**config.mk**
```make
export PLATFORM = sky130hd
export DESIGN_NAME = control_sequencer_flat
export DESIGN_NICKNAME = d
export VERILOG_FILES = /design/src/rtl/cpu_pkg.sv /design/src/rtl/control_sequencer_if.sv /design/src/rtl/microcode_rom.sv /design/src/rtl/control_sequencer.sv /design/src/flat_wrapper.sv
export SDC_FILE = /design/constraint.sdc
export NUM_CORES = 1
export LEC_CHECK = 0
export CORE_MARGIN = 2
export CORE_UTILIZATION = 42
export DETAILED_ROUTE_END_ITERATION = 8
export PLACE_DENSITY = 0.75
export SYNTH_ARGS = -nofsm -noshare
export SYNTH_HDL_FRONTEND = slang
export SYNTH_SLANG_ARGS = --single-unit
```
**constraint.sdc**
```tcl
create_clock -name i_clk -period 1.9 [get_ports i_clk]
set_input_delay 0.38 -clock i_clk [delete_from_list [all_inputs] [get_ports i_clk]]
set_output_delay 0.38 -clock i_clk [all_outputs]
set_load 0.05 [all_outputs]
```
**src/rtl/cpu_pkg.sv**
```systemverilog
// Shared definitions for the microcoded CPU control path.
//   opcode_e     : instruction register upper-nibble encodings
//   seq_state_e  : sequencer run/halt state
//   ctrl_word_t  : one microinstruction (active-low strobes plus alu_sub)
//   STEP_W       : width of the microstep counter
//   CTRL_IDLE    : control word with every strobe deasserted
package cpu_pkg;

  localparam int STEP_W = 3;

  typedef enum logic [3:0] {
    OP_NOP = 4'h0,
    OP_LDA = 4'h1,
    OP_ADD = 4'h2,
    OP_SUB = 4'h3,
    OP_STA = 4'h4,
    OP_LDI = 4'h5,
    OP_JMP = 4'h6,
    OP_JC  = 4'h7,
    OP_JZ  = 4'h8,
    OP_OUT = 4'hE,
    OP_HLT = 4'hF
  } opcode_e;

  typedef enum logic {
    ST_RUN  = 1'b0,
    ST_HALT = 1'b1
  } seq_state_e;

  typedef struct packed {
    logic pc_cntn;
    logic pc_den;
    logic pc_din;
    logic mar_inn;
    logic ram_inn;
    logic ram_outn;
    logic ir_inn;
    logic ir_outn;
    logic a_inn;
    logic a_outn;
    logic b_inn;
    logic alu_outn;
    logic out_inn;
    logic alu_sub;
  } ctrl_word_t;

  // Thirteen active-low strobes high, alu_sub (the LSB) low.
  localparam ctrl_word_t CTRL_IDLE = ctrl_word_t'({13'h1FFF, 1'b0});

endpackage

```
**src/rtl/control_sequencer_if.sv**
```systemverilog
// Bundle between the instruction/flag sources and the control sequencer.
//   i_opcode, i_carry_flag, i_zero_flag, i_pc_overflow, i_resume : into sequencer
//   o_* strobes (active-low except o_alu_sub), o_step, o_halt   : out of sequencer
// master: the side that supplies opcode/flags and consumes strobes.
// slave : the control sequencer itself.
interface control_sequencer_if;

  logic [3:0] i_opcode;
  logic       i_carry_flag;
  logic       i_zero_flag;
  logic       i_pc_overflow;
  logic       i_resume;

  logic       o_pc_cntn;
  logic       o_pc_den;
  logic       o_pc_din;
  logic       o_mar_inn;
  logic       o_ram_inn;
  logic       o_ram_outn;
  logic       o_ir_inn;
  logic       o_ir_outn;
  logic       o_a_inn;
  logic       o_a_outn;
  logic       o_b_inn;
  logic       o_alu_outn;
  logic       o_out_inn;
  logic       o_alu_sub;
  logic [2:0] o_step;
  logic       o_halt;

  modport master (
    output i_opcode, i_carry_flag, i_zero_flag, i_pc_overflow, i_resume,
    input  o_pc_cntn, o_pc_den, o_pc_din, o_mar_inn, o_ram_inn, o_ram_outn,
           o_ir_inn, o_ir_outn, o_a_inn, o_a_outn, o_b_inn, o_alu_outn,
           o_out_inn, o_alu_sub, o_step, o_halt
  );

  modport slave (
    input  i_opcode, i_carry_flag, i_zero_flag, i_pc_overflow, i_resume,
    output o_pc_cntn, o_pc_den, o_pc_din, o_mar_inn, o_ram_inn, o_ram_outn,
           o_ir_inn, o_ir_outn, o_a_inn, o_a_outn, o_b_inn, o_alu_outn,
           o_out_inn, o_alu_sub, o_step, o_halt
  );

endinterface

```
**src/rtl/microcode_rom.sv**
```systemverilog
// Combinational microcode table: (opcode, step, flags) -> control word and a
// flag marking the last useful step of the current opcode.
//   opcode     : instruction upper nibble
//   step       : current microstep
//   carry_flag : gates JC at T2
//   zero_flag  : gates JZ at T2
//   ctrl       : control word for this step
//   last_step  : this step (or any later one) ends the instruction
module microcode_rom
  import cpu_pkg::*;
(
  input  logic [3:0]        opcode,
  input  logic [STEP_W-1:0] step,
  input  logic              carry_flag,
  input  logic              zero_flag,
  output ctrl_word_t        ctrl,
  output logic              last_step
);

  logic [STEP_W-1:0] last_idx;

  // NOTE: every output of this always_comb gets a default before the case
  // statements, so no path leaves a signal unassigned and no latch is inferred.
  always_comb begin
    ctrl     = CTRL_IDLE;
    last_idx = 3'd1;

    // Index of the final step each opcode uses; conditional jumps always
    // spend T2 even when the branch is not taken.
    case (opcode)
      OP_LDA, OP_STA:  last_idx = 3'd3;
      OP_ADD, OP_SUB:  last_idx = 3'd4;
      OP_LDI, OP_JMP, OP_JC, OP_JZ, OP_OUT, OP_HLT: last_idx = 3'd2;
      default:         last_idx = 3'd1;
    endcase

    case (step)
      3'd0: begin
        ctrl.pc_den  = 1'b0;
        ctrl.mar_inn = 1'b0;
      end
      3'd1: begin
        ctrl.ram_outn = 1'b0;
        ctrl.ir_inn   = 1'b0;
        ctrl.pc_cntn  = 1'b0;
      end
      3'd2: begin
        case (opcode)
          OP_LDA, OP_ADD, OP_SUB, OP_STA: begin
            ctrl.ir_outn = 1'b0;
            ctrl.mar_inn = 1'b0;
          end
          OP_LDI: begin
            ctrl.ir_outn = 1'b0;
            ctrl.a_inn   = 1'b0;
          end
          OP_JMP: begin
            ctrl.ir_outn = 1'b0;
            ctrl.pc_din  = 1'b0;
          end
          OP_JC: begin
            if (carry_flag) begin
              ctrl.ir_outn = 1'b0;
              ctrl.pc_din  = 1'b0;
            end
          end
          OP_JZ: begin
            if (zero_flag) begin
              ctrl.ir_outn = 1'b0;
              ctrl.pc_din  = 1'b0;
            end
          end
          OP_OUT: begin
            ctrl.a_outn  = 1'b0;
            ctrl.out_inn = 1'b0;
          end
          default: ;
        endcase
      end
      3'd3: begin
        case (opcode)
          OP_LDA: begin
            ctrl.ram_outn = 1'b0;
            ctrl.a_inn    = 1'b0;
          end
          OP_ADD, OP_SUB: begin
            ctrl.ram_outn = 1'b0;
            ctrl.b_inn    = 1'b0;
            ctrl.alu_sub  = (opcode == OP_SUB);
          end
          OP_STA: begin
            ctrl.a_outn  = 1'b0;
            ctrl.ram_inn = 1'b0;
          end
          default: ;
        endcase
      end
      3'd4: begin
        if (opcode == OP_ADD || opcode == OP_SUB) begin
          ctrl.alu_outn = 1'b0;
          ctrl.a_inn    = 1'b0;
          ctrl.alu_sub  = (opcode == OP_SUB);
        end
      end
      default: ;
    endcase
  end

  // ">=" rather than "==" so an opcode change mid-instruction that lands
  // beyond the new opcode's range still returns the counter to T0.
  assign last_step = (step >= last_idx);

endmodule

```
**src/rtl/control_sequencer.sv**
```systemverilog
// Microstep sequencer for a bus-based 8-bit CPU.  Holds RUN/HALT state and a
// step counter; the control word is a combinational lookup in microcode_rom.
//   i_clk : system clock, rising edge
//   i_rst : asynchronous active-high reset; forces all strobes deasserted
//   bus   : control_sequencer_if.slave (opcode/flags/resume in, strobes,
//           o_step and o_halt out)
// Parameters:
//   NUM_STEPS      : microsteps per instruction, 3..8
//   HALT_ON_PC_OVF : nonzero -> program counter overflow at T0 halts
module control_sequencer
  import cpu_pkg::*;
#(
  parameter int NUM_STEPS      = 5,
  parameter int HALT_ON_PC_OVF = 1
) (
  input  logic                 i_clk,
  input  logic                 i_rst,
  control_sequencer_if.slave   bus
);

  localparam logic [STEP_W-1:0] LAST_IDX = STEP_W'(NUM_STEPS - 1);

  seq_state_e        state;
  logic [STEP_W-1:0] step;
  ctrl_word_t        rom_ctrl;
  logic              rom_last;
  ctrl_word_t        ctrl_out;
  logic              ovf_halt;
  logic              hlt_halt;

  microcode_rom u_rom (
    .opcode     (bus.i_opcode),
    .step       (step),
    .carry_flag (bus.i_carry_flag),
    .zero_flag  (bus.i_zero_flag),
    .ctrl       (rom_ctrl),
    .last_step  (rom_last)
  );

  assign ovf_halt = (HALT_ON_PC_OVF != 0) && bus.i_pc_overflow && (step == '0);
  // rom_last for HLT is only true from T2 on, so this fires at T2.
  assign hlt_halt = (bus.i_opcode == 4'(OP_HLT)) && rom_last;

  // NOTE: state registers use non-blocking assignments so every flop samples
  // the values from before the edge, independent of statement order.
  always_ff @(posedge i_clk or posedge i_rst) begin
    if (i_rst) begin
      state <= ST_RUN;
      step  <= '0;
    end else begin
      case (state)
        ST_RUN: begin
          if (ovf_halt || hlt_halt) begin
            state <= ST_HALT;
            step  <= '0;
          end else if (rom_last || step == LAST_IDX) begin
            step <= '0;
          end else begin
            step <= step + STEP_W'(1);
          end
        end
        ST_HALT: begin
          step <= '0;
          if (bus.i_resume) begin
            state <= ST_RUN;
          end
        end
        default: begin
          state <= ST_RUN;
          step  <= '0;
        end
      endcase
    end
  end

  // Reset gates the word combinationally so strobes drop the instant i_rst
  // rises, without waiting for a clock edge.
  assign ctrl_out = (i_rst || state == ST_HALT) ? CTRL_IDLE : rom_ctrl;

  assign bus.o_pc_cntn  = ctrl_out.pc_cntn;
  assign bus.o_pc_den   = ctrl_out.pc_den;
  assign bus.o_pc_din   = ctrl_out.pc_din;
  assign bus.o_mar_inn  = ctrl_out.mar_inn;
  assign bus.o_ram_inn  = ctrl_out.ram_inn;
  assign bus.o_ram_outn = ctrl_out.ram_outn;
  assign bus.o_ir_inn   = ctrl_out.ir_inn;
  assign bus.o_ir_outn  = ctrl_out.ir_outn;
  assign bus.o_a_inn    = ctrl_out.a_inn;
  assign bus.o_a_outn   = ctrl_out.a_outn;
  assign bus.o_b_inn    = ctrl_out.b_inn;
  assign bus.o_alu_outn = ctrl_out.alu_outn;
  assign bus.o_out_inn  = ctrl_out.out_inn;
  assign bus.o_alu_sub  = ctrl_out.alu_sub;
  assign bus.o_step     = step;
  assign bus.o_halt     = (state == ST_HALT);

endmodule

```
**src/flat_wrapper.sv**
```systemverilog
// flat-port wrapper written by rule: the top's interface ports become plain ports
module control_sequencer_flat import cpu_pkg::*;
#(
  parameter int NUM_STEPS      = 5,
  parameter int HALT_ON_PC_OVF = 1
)
  (i_clk, i_rst, bus_i_opcode, bus_i_carry_flag, bus_i_zero_flag, bus_i_pc_overflow, bus_i_resume, bus_o_pc_cntn, bus_o_pc_den, bus_o_pc_din, bus_o_mar_inn, bus_o_ram_inn, bus_o_ram_outn, bus_o_ir_inn, bus_o_ir_outn, bus_o_a_inn, bus_o_a_outn, bus_o_b_inn, bus_o_alu_outn, bus_o_out_inn, bus_o_alu_sub, bus_o_step, bus_o_halt);
  control_sequencer_if bus_i ();
  input  logic i_clk;
  input  logic i_rst;
  input wire logic [$bits(bus_i.i_opcode)-1:0] bus_i_opcode;
  input wire logic [$bits(bus_i.i_carry_flag)-1:0] bus_i_carry_flag;
  input wire logic [$bits(bus_i.i_zero_flag)-1:0] bus_i_zero_flag;
  input wire logic [$bits(bus_i.i_pc_overflow)-1:0] bus_i_pc_overflow;
  input wire logic [$bits(bus_i.i_resume)-1:0] bus_i_resume;
  output wire logic [$bits(bus_i.o_pc_cntn)-1:0] bus_o_pc_cntn;
  output wire logic [$bits(bus_i.o_pc_den)-1:0] bus_o_pc_den;
  output wire logic [$bits(bus_i.o_pc_din)-1:0] bus_o_pc_din;
  output wire logic [$bits(bus_i.o_mar_inn)-1:0] bus_o_mar_inn;
  output wire logic [$bits(bus_i.o_ram_inn)-1:0] bus_o_ram_inn;
  output wire logic [$bits(bus_i.o_ram_outn)-1:0] bus_o_ram_outn;
  output wire logic [$bits(bus_i.o_ir_inn)-1:0] bus_o_ir_inn;
  output wire logic [$bits(bus_i.o_ir_outn)-1:0] bus_o_ir_outn;
  output wire logic [$bits(bus_i.o_a_inn)-1:0] bus_o_a_inn;
  output wire logic [$bits(bus_i.o_a_outn)-1:0] bus_o_a_outn;
  output wire logic [$bits(bus_i.o_b_inn)-1:0] bus_o_b_inn;
  output wire logic [$bits(bus_i.o_alu_outn)-1:0] bus_o_alu_outn;
  output wire logic [$bits(bus_i.o_out_inn)-1:0] bus_o_out_inn;
  output wire logic [$bits(bus_i.o_alu_sub)-1:0] bus_o_alu_sub;
  output wire logic [$bits(bus_i.o_step)-1:0] bus_o_step;
  output wire logic [$bits(bus_i.o_halt)-1:0] bus_o_halt;
  assign bus_i.i_opcode = bus_i_opcode;
  assign bus_i.i_carry_flag = bus_i_carry_flag;
  assign bus_i.i_zero_flag = bus_i_zero_flag;
  assign bus_i.i_pc_overflow = bus_i_pc_overflow;
  assign bus_i.i_resume = bus_i_resume;
  assign bus_o_pc_cntn = bus_i.o_pc_cntn;
  assign bus_o_pc_den = bus_i.o_pc_den;
  assign bus_o_pc_din = bus_i.o_pc_din;
  assign bus_o_mar_inn = bus_i.o_mar_inn;
  assign bus_o_ram_inn = bus_i.o_ram_inn;
  assign bus_o_ram_outn = bus_i.o_ram_outn;
  assign bus_o_ir_inn = bus_i.o_ir_inn;
  assign bus_o_ir_outn = bus_i.o_ir_outn;
  assign bus_o_a_inn = bus_i.o_a_inn;
  assign bus_o_a_outn = bus_i.o_a_outn;
  assign bus_o_b_inn = bus_i.o_b_inn;
  assign bus_o_alu_outn = bus_i.o_alu_outn;
  assign bus_o_out_inn = bus_i.o_out_inn;
  assign bus_o_alu_sub = bus_i.o_alu_sub;
  assign bus_o_step = bus_i.o_step;
  assign bus_o_halt = bus_i.o_halt;
  control_sequencer #(.NUM_STEPS(NUM_STEPS), .HALT_ON_PC_OVF(HALT_ON_PC_OVF)) u_core (.i_clk(i_clk), .i_rst(i_rst), .bus(bus_i));
endmodule
```
==> summary.txt, run 1 <==
Floorplan
  – Row cnt: 14
  – Starting density of the core: 44.79%
  – Die height: 43.85 um
  – Ports: 28
  – Width of the die: 43.85 um

Synthesis
  – YS warnings: 0
  – Mapped cell area: 666.9 um^2
  – Async SR Flop Fraction: 100.0%
  – Avg Cell Area, Syn: 7.328 um^2
  – Ys flop type: dfrtp_1
  – #FFs+latches synth: 4
  – Number of distinct library cells after synthesis: 32
  – EDFF count, synth: 0
  – Yosys top cell area share: 15.01%
  – Yosys top cell by area: dfrtp_1
  – Register area share after synthesis: 15.01%
  – Mapped Nets: 109
  – Syn Inst Count: 91
  – Top cells by area, synth: dfrtp_1 15%, ha_1 15%, nand2_1 6.2%

Placed design
  – RePlAce Congestion: 0.8292
  – IO Port Bufs: 27
  – Placed Area: 0.001131 mm^2
  – Hpwl dp: 1630 um
  – Place WS: -642.5 ps

Clock tree
  – # clock sinks: 4
  – Clk root buf: clkbuf_4
  – Num CTS Buffers: 3
  – H-tree levels: 1
  – Hold_buf cts: 0
  – Clk buf depth: 2

Run status
  – Err: [ERROR DPL-0038] Utilization greater than 100%, impossible to legalize
  – Status: stopped before the end
  – Step where the flow halted: global routing

Global routing
  – Largest net degree at the start of global routing: 11

STA
  – WEP type: output port
  – Worst EP post-GRT repair: bus_o_a_inn
## cells in the mapped netlist (2+ instances only)
master	number
a21oi_1	2
and3_1	2
buf_4	3
dfrtp_1	4
ha_1	8
inv_1	7
mux2_2	2
nand2_1	11
nand2b_1	5
nand3_1	6
nand4_1	2
nor2_1	8
nor2b_1	4
nor3_1	4
o21ai_0	2
o21ai_1	4
o31ai_1	2
## cells by family after synthesis
| logic type | synth area share, % |
|---|---|
| simple gates | 38.46 |
| compound gates | 15.57 |
| buf+inv | 9.756 |
| fa+ha+maj | 15.01 |
| flops | 15.01 |
| mux | 4.878 |
| xor+xnor | 1.314 |
## repair_timing
action / CTS
setup endpoints to repair: 16
setup buffers: 9
pin swaps: 11
gates resized for setup: 49
endpoints found under the hold margin: 0
## per-stage QoR
| step | std cells | TNS [ps] | util, % | hold slack, ps |
|---|---|---|---|---|
| 3_3_place_gp | 149 | -5143 | 75.97 | 491.4 |
| 4_1_cts | 161 | -215.9 | 91.60 | 303.8 |
| 2_1_floorplan | 91 | -363.7 | - | 145.9 |
| 3_5_place_dp | 149 | -5814 | 75.97 | 491.5 |
==> inputs of run 2 (changes only) <==
CORE_AREA = 2 2 63 65   (was not set)
CORE_MARGIN = not set   (was 2)
CORE_UTILIZATION = not set   (was 42)
DIE_AREA = 0 0 65 67   (was not set)
PLACE_DENSITY = not set   (was 0.75)
PLACE_DENSITY_LB_ADDON = 0.15   (was not set)
==> summary.txt, run 2 <==
Run status
  – Status: finished with violations
  – Failing checks: negative setup slack

Clock tree
  – CTS tree: done
  – H-tree levels: 1 (unchanged)
  – Clk_lat worst skew: 220 ps
  – Num CTS Buffers: 3 (unchanged)
  – Hold_buf cts: 0 (unchanged)
  – Clk root buf: clkbuf_8
  – Clk buf depth: 2 (unchanged)
  – Clock Pin Slew Worst Setup and Hold Paths: 40 ps
  – # clock sinks: 4 (unchanged)

Worst setup path
  – CP bufs+invs: 2
  – Critical path arrival: 1540 ps
  – CP max stage delay: 440 ps
  – Crit path cell chain: inv_4 -> ha_4 -> nand2b_4 -> nor3_4 -> nand4_1 -> buf_12
  – CP delay by family, top: flip-flops
  – Crit-path slowest cell: dfrtp_2
  – Crit. End Element: primary output
  – Worst endpoint required time: 1520 ps
  – Startpoint types: flop
  – Worst Path Max Fanout: 4
  – Setup Crit Path Kind: flop to primary output

Synthesis
  – YS warnings: 0 (unchanged)
  – Yosys top cell by area: dfrtp_1
  – Ys flop type: dfrtp_1
  – Synth Area in Simple Gates: 38.46% (unchanged)
  – #FFs+latches synth: 4 (unchanged)
  – Register area share after synthesis: 15.01% (unchanged)
  – Xor/xnor cell area share of the yosys netlist: 1.313% (unchanged)
  – Most instantiated cells after synthesis: 11 x nand2_1, 8 x ha_1, 8 x nor2_1, 7 x inv_1, 6 x nand3_1
  – Compound-Gate Fraction of Synth Area: 15.57% (unchanged)
  – Top cells by area, synth: dfrtp_1 15%, ha_1 15%, nand2_1 6.2%
  – Syn Inst Count: 91 (unchanged)
  – Largest family of logic cells by synthesized area: simple AND/OR/NAND/NOR gates
  – Multiplexer share of the synthesized area: 4.878% (unchanged)
  – Avg Cell Area, Syn: 7.328 um^2 (unchanged)
  – Number of distinct library cells after synthesis: 32 (unchanged)
  – Yosys top cell area share: 15.01% (unchanged)
  – Mapped cell area: 666.9 um^2 (unchanged)
  – Mapped Nets: 109 (unchanged)
  – EDFF count, synth: 0 (unchanged)
  – Async SR Flop Fraction: 100.0% (unchanged)
  – Most numerous cell in the Yosys netlist: nand2_1
  – Post-synthesis adder-cell area fraction: 15.01% (unchanged)

Detailed routing
  – Total number of vias: 849
  – DRT Wirelength: 2438 um
  – DR WL/cell: 12.31 um
  – Detailed Route Iter0 Violations: 15
  – Vias per Instance: 4.288
  – Routed Antenna Nets: 0
  – Residual DRC: 0
  – First drt pass iteration count: 4

STA
  – Worst rel slew slack: 73.44%
  – Fmax achieved: 520.0 MHz
  – Post-route minimum period: 1923 ps
  – Final Setup Violations: 2
  – Fin Clk Skew: 7.478 ps
  – Actual slew at the worst max-slew pin: 398.4 ps
  – Unrepaired setup endpoints after global routing: true
  – Crit share post-route: 101.2%
  – Fin Setup TNS: -33.68 ps
  – Worst setup margin: -23.12 ps
  – Final Hold Vio Count: 0
  – Slew Limit Fails: 0

Final layout
  – Synth-to-layout area growth: 119.3%
  – Core Util, Final: 40.56%
  – Share of layout cells above drive strength 1: 62.67%
  – # diodes: 0
  – Fin area: 0.001463 mm^2
  – Fin nets: 169
  – Largest register FFs: 3
  – Most frequent cells in the layout: 39 x buf_4, 9 x buf_6, 8 x nand2_1
  – Most common cell after layout, fill and taps aside: buf_4

Global routing
  – Tot GR Track Use: 12.15%
  – Total gr overflow: 0
  – Largest net degree at the start of global routing: 10
  – First-pass GRT wire length: 4084 um
  – Initial antenna violation count: 0
  – Vias in the first global route: 915

Floorplan
  – Starting density of the core: 18.49% (-26 points)
  – Ports: 28 (unchanged)
  – Die height: 67 um (+53%)
  – Row cnt: 22 (+8)
  – Width of the die: 65 um (+48%)
  – Die Area: 0.004355 mm^2
  – Core ar.: 0.003606 mm^2

Power
  – Sequential group share of total power: 14.3%
  – P_sw: 588.0 uW
  – Pwr dens: 856.8 mW/mm^2
  – Leak: 0.0006556 uW
  – Internal: 665.2 uW
  – Clock share of power: 15.4%
  – Combinational share of power: 70.3%
  – Worst VDD drop: 0.5513 mV
  – Switching Fraction: 46.92%

Placed design
  – Hpwl dp: 1908 um (+17%)
  – Placed Area: 0.001186 mm^2 (+4.9%)
  – RePlAce Congestion: 0.7024 (-15%)
  – IO Port Bufs: 27 (unchanged)
  – Place WS: -630.4 ps (+12.06 ps)

Worst hold path
  – Hold crit path type: input port to asynchronous set/reset pin

Job
  – Max Cap Viol: 0
-- run 2: cells by family (layout without fill, tap and decap cells) --
family | Yosys count | in the layout
buffers and inverters | 12 | 71
adders and majority gates | 8 | 8
xor gates and xnor gates | 1 | 1
muxes | 3 | 3
AOI/OAI and AO/OA | 16 | 16
DFF | 4 | 4
and+or+nand+nor | 47 | 47
-- run 2: what timing repair did --
action                                  CTS  global route
hold endpoints to repair                  0             0
pin swaps                                10            13
setup buffers                             6             6
gates resized for setup                  45            13
endpoints found under the setup margin   17            11
-- run 2: path summary, 6_finish.rpt --
kind,from,to,slack [ps],cells past startpoint
worst max-delay path,u_core.bus.o_step[0],bus_o_out_inn,-20,6
worst min-delay path,i_rst,u_core.bus.o_step[1],330,2
worst max register to register,u_core.bus.o_step[0],u_core.bus.o_step[0],210,7
worst min register to register,u_core.bus.o_step[0],u_core.bus.o_step[0],650,2
max in group asynchronous,i_rst,u_core.bus.o_step[2],1390,2
min in group i_clk,u_core.bus.o_step[0],u_core.bus.o_step[0],650,2
-- run 2: routing by layer --
layer,track usage [%],share of wire [%],wire [um]
met2,22.29,55,1336
met4,3.989,0.90,22
met3,1.182,2.1,51
met1,14.75,42,1029
met5,0,0,0
-- run 2: area by class of cell --
class | count | area (um^2)
well taps | 48 | 60.06
flip-flops and latches | 4 | 103.9
multi-input cells | 75 | 684.4
inverters | 7 | 28.78
fillers | 366 | 2143
repair buffers | 60 | 540.5
clock buffers | 4 | 45.04
-- run 2: power groups by stage --
stage	logic, uW	clock network (uW)	registers (uW)
floorplan	365	0	240
global placement	660	0	168
detailed placement	664	0	171
CTS	788	199	171
global route	955	205	182
finish	882	193	179
-- run 2: per-stage QoR --
stage / total power [uW] / std cells / hold WS [ps]
2_1_floorplan: 604.7 / 91 / 145.9
3_3_place_gp: 827.8 / 183 / 497.6
3_5_place_dp: 834.1 / 183 / 514.1
4_1_cts: 1158 / 193 / 320.1
5_1_grt: 1342 / 198 / 360.0
6_report: 1253 / 198 / 331.5
No activity file was read; power rests on OpenSTA's default activity.
==> inputs of run 3 (changes only) <==
DONT_BUFFER_PORTS = 1   (was not set)
==> summary.txt, run 3 (same netlist as run 2, synthesis figures left out) <==
Placed design
  – Place WS: -2.878 ps (+627.5 ps)
  – IO Port Bufs: 0 (-100%)
  – Hpwl dp: 1706 um (-11%)
  – RePlAce Congestion: 0.7357 (+4.7%)

Worst setup path
  – Worst endpoint required time: 1520 ps (about the same)
  – Startpoint types: flop
  – Crit-path slowest cell: dfrtp_2
  – Crit. End Element: primary output
  – Critical path arrival: 1550 ps (about the same)
  – Worst Path Max Fanout: 4 (unchanged)
  – R2R Setup Slk: 140 ps (-70 ps)
  – CP max stage delay: 450 ps (about the same)
  – Crit path cell chain: ha_4 -> ha_4 -> buf_6 -> o31ai_2 -> nand4_1 -> buf_6
  – Reg-to-reg critical path endpoint: u_core.bus.o_step[1]
  – Worst r2r src: u_core.bus.o_step[1]
  – Setup Crit Path Kind: flop to primary output
  – Worst-case reg-to-reg path depth: 7 (unchanged)

Floorplan
  – Row cnt: 22 (unchanged)
  – Ports: 28 (unchanged)
  – Die Area: 0.004355 mm^2 (unchanged)
  – Die height: 67 um (unchanged)
  – Width of the die: 65 um (unchanged)
  – Starting density of the core: 18.49% (unchanged)
  – Core ar.: 0.003606 mm^2 (unchanged)

Final layout
  – # diodes: 0 (unchanged)
  – Fin nets: 140 (-17%)
  – Largest register FFs: 3 (unchanged)
  – Share of layout cells above drive strength 1: 50.41% (-12 points)
  – Core Util, Final: 32.96% (-7.6 points)
  – Most common cell after layout, fill and taps aside: buf_4
  – Fill count: 382 (+4.4%)
  – Synth-to-layout area growth: 78.24%
  – Most frequent cells in the layout: 22 x buf_4, 9 x nand2_1, 8 x nor2_1

Power
  – Clock share of power: 17.7% (+2.3 points)
  – Leak: 0.0005006 uW (-24%)
  – Worst VDD drop: 0.5285 mV (-4.1%)
  – P_sw: 528.7 uW (-10%)
  – Sequential group share of total power: 14.9% (+0.6 points)
  – Pwr dens: 902.5 mW/mm^2 (+5.3%)
  – Combinational share of power: 67.4% (-2.9 points)
  – Switching Fraction: 49.28% (+2.4 points)
  – Internal: 544.1 uW (-18%)

Detailed routing
  – Detailed Route Iter0 Violations: 32 (+17)
  – Routed Antenna Nets: 0 (unchanged)
  – First drt pass iteration count: 4 (unchanged)
  – Vias per Instance: 4.426 (+3.2%)
  – Residual DRC: 0 (unchanged)
  – DR WL/cell: 13.01 um (+5.7%)
  – Total number of vias: 748 (-12%)
  – DRT Wirelength: 2199 um (-9.8%)

STA
  – Fmax achieved: 519.5 MHz (-0.10%)
  – Unrepaired setup endpoints after global routing: true
  – Worst rel slew slack: 70.34% (-3.1 points)
  – Actual slew at the worst max-slew pin: 443.3 ps (+44.93 ps)
  – Worst setup margin: -25.11 ps (-1.990 ps)
  – Post-route minimum period: 1925 ps (+1.990 ps)
  – Crit share post-route: 101.3% (+0.10 points)
  – Final Hold Vio Count: 0 (unchanged)
  – Fin Clk Skew: 1.967 ps (-5.511 ps)
  – Final Setup Violations: 3 (+1)
  – Hold_ws: 253.1 ps (-78.42 ps)
  – Slew Limit Fails: 0 (unchanged)

Worst hold path
  – HP Start: bus_i_resume
  – Hold crit path type: input port to flop
  – Hold endpoint: u_core.bus.o_halt
  – Hold Path Depth: 1

Global routing
  – Tot GR Track Use: 10.65% (-1.5 points)
  – First-pass GRT wire length: 3601 um (-12%)
  – Vias in the first global route: 779 (-15%)
  – Initial antenna violation count: 0 (unchanged)
  – Total gr overflow: 0 (unchanged)
  – Largest net degree at the start of global routing: 14 (+4)

Clock tree
  – Num CTS Buffers: 3 (unchanged)
  – CTS tree: done
  – H-tree levels: 1 (unchanged)
  – Clock Pin Slew Worst Setup and Hold Paths: 30 ps (about the same)
  – Clk root buf: clkbuf_8
  – # clock sinks: 4 (unchanged)
  – Clk buf depth: 2 (unchanged)
  – Clk_lat worst skew: 220 ps (about the same)

Run status
  – Failing checks: negative setup slack
  – Status: finished with violations

Job
  – Max Cap Viol: 0 (unchanged)
-- run 3: through the flow --
step,std cells,total power [uW],cell area [um^2],TNS (ps)
final,169,1073,1189,-61.68
after global routing,169,1155,1189,-378.3
after detailed placement,158,761.0,975.9,-2.878
after global placement,158,761.6,975.9,0
after floorplan,91,604.7,728.2,-363.7
after CTS,169,1074,1180,-129.0
-- run 3: final cells by class --
cell class / count / area [um^2] / area share [%]
clock buffer: 4 / 45.04 / 3.789
inverter: 7 / 31.28 / 2.632
multi-input combinational: 75 / 648.1 / 54.53
sequential: 4 / 103.9 / 8.737
tap: 48 / 60.06 / 5.053
timing repair buffer: 31 / 300.3 / 25.26
-- run 3: repair_timing --
action / in CTS / in global routing
hold buffers: 1 / 0
resized for setup: 21 / 2
setup endpoints to repair: 8 / 8
gates cloned: 0 / 0
hold endpoints to repair: 4 / 0
buffers inserted: 7 / 0
pin swaps: 7 / 6
-- run 3: critical path, delay by kind of cell (launching register included) --
| family | cells | cell delay [ps] |
|---|---|---|
| and+or+nand+nor | 1 | 160 |
| DFF | 1 | 450 |
| buffers and inverters | 2 | 310 |
| adders and majority gates | 2 | 360 |
| AOI/OAI and AO/OA | 1 | 40 |
-- run 3: worst max-delay path by stage --
stage | from | end | slack [ps] | cells past startpoint
6_report | u_core.bus.o_step[0] | bus_o_a_inn | -30 | 6
5_1_grt | u_core.bus.o_step[1] | bus_o_a_inn | -80 | 7
4_1_cts | u_core.bus.o_step[1] | bus_o_a_inn | -60 | 6
3_5_place_dp | bus_i_opcode[3] | u_core.bus.o_step[1] | -3 | 8
3_3_place_gp | bus_i_opcode[3] | u_core.bus.o_step[1] | 20 | 8
2_1_floorplan | u_core.bus.o_step[1] | bus_o_a_inn | -90 | 6
-- run 3: power groups by stage --
| stage | sequential, uW | clock, uW | combinational (uW) |
|---|---|---|---|
| finish | 160 | 190 | 723 |
| global route | 165 | 204 | 786 |
| CTS | 160 | 193 | 722 |
| detailed placement | 154 | 0 | 607 |
| global placement | 152 | 0 | 609 |
| floorplan | 240 | 0 | 365 |
-- run 3: layer usage --
| layer | vias up | global-route usage [%] | part of all wire [%] |
|---|---|---|---|
| li1 | 376 | - | - |
| met3 | 2 | 2.365 | 6.5 |
| met5 | - | 0 | 0 |
| met4 | 0 | 3.191 | 0.36 |
| met1 | 348 | 12.50 | 42 |
| met2 | 22 | 19.20 | 51 |
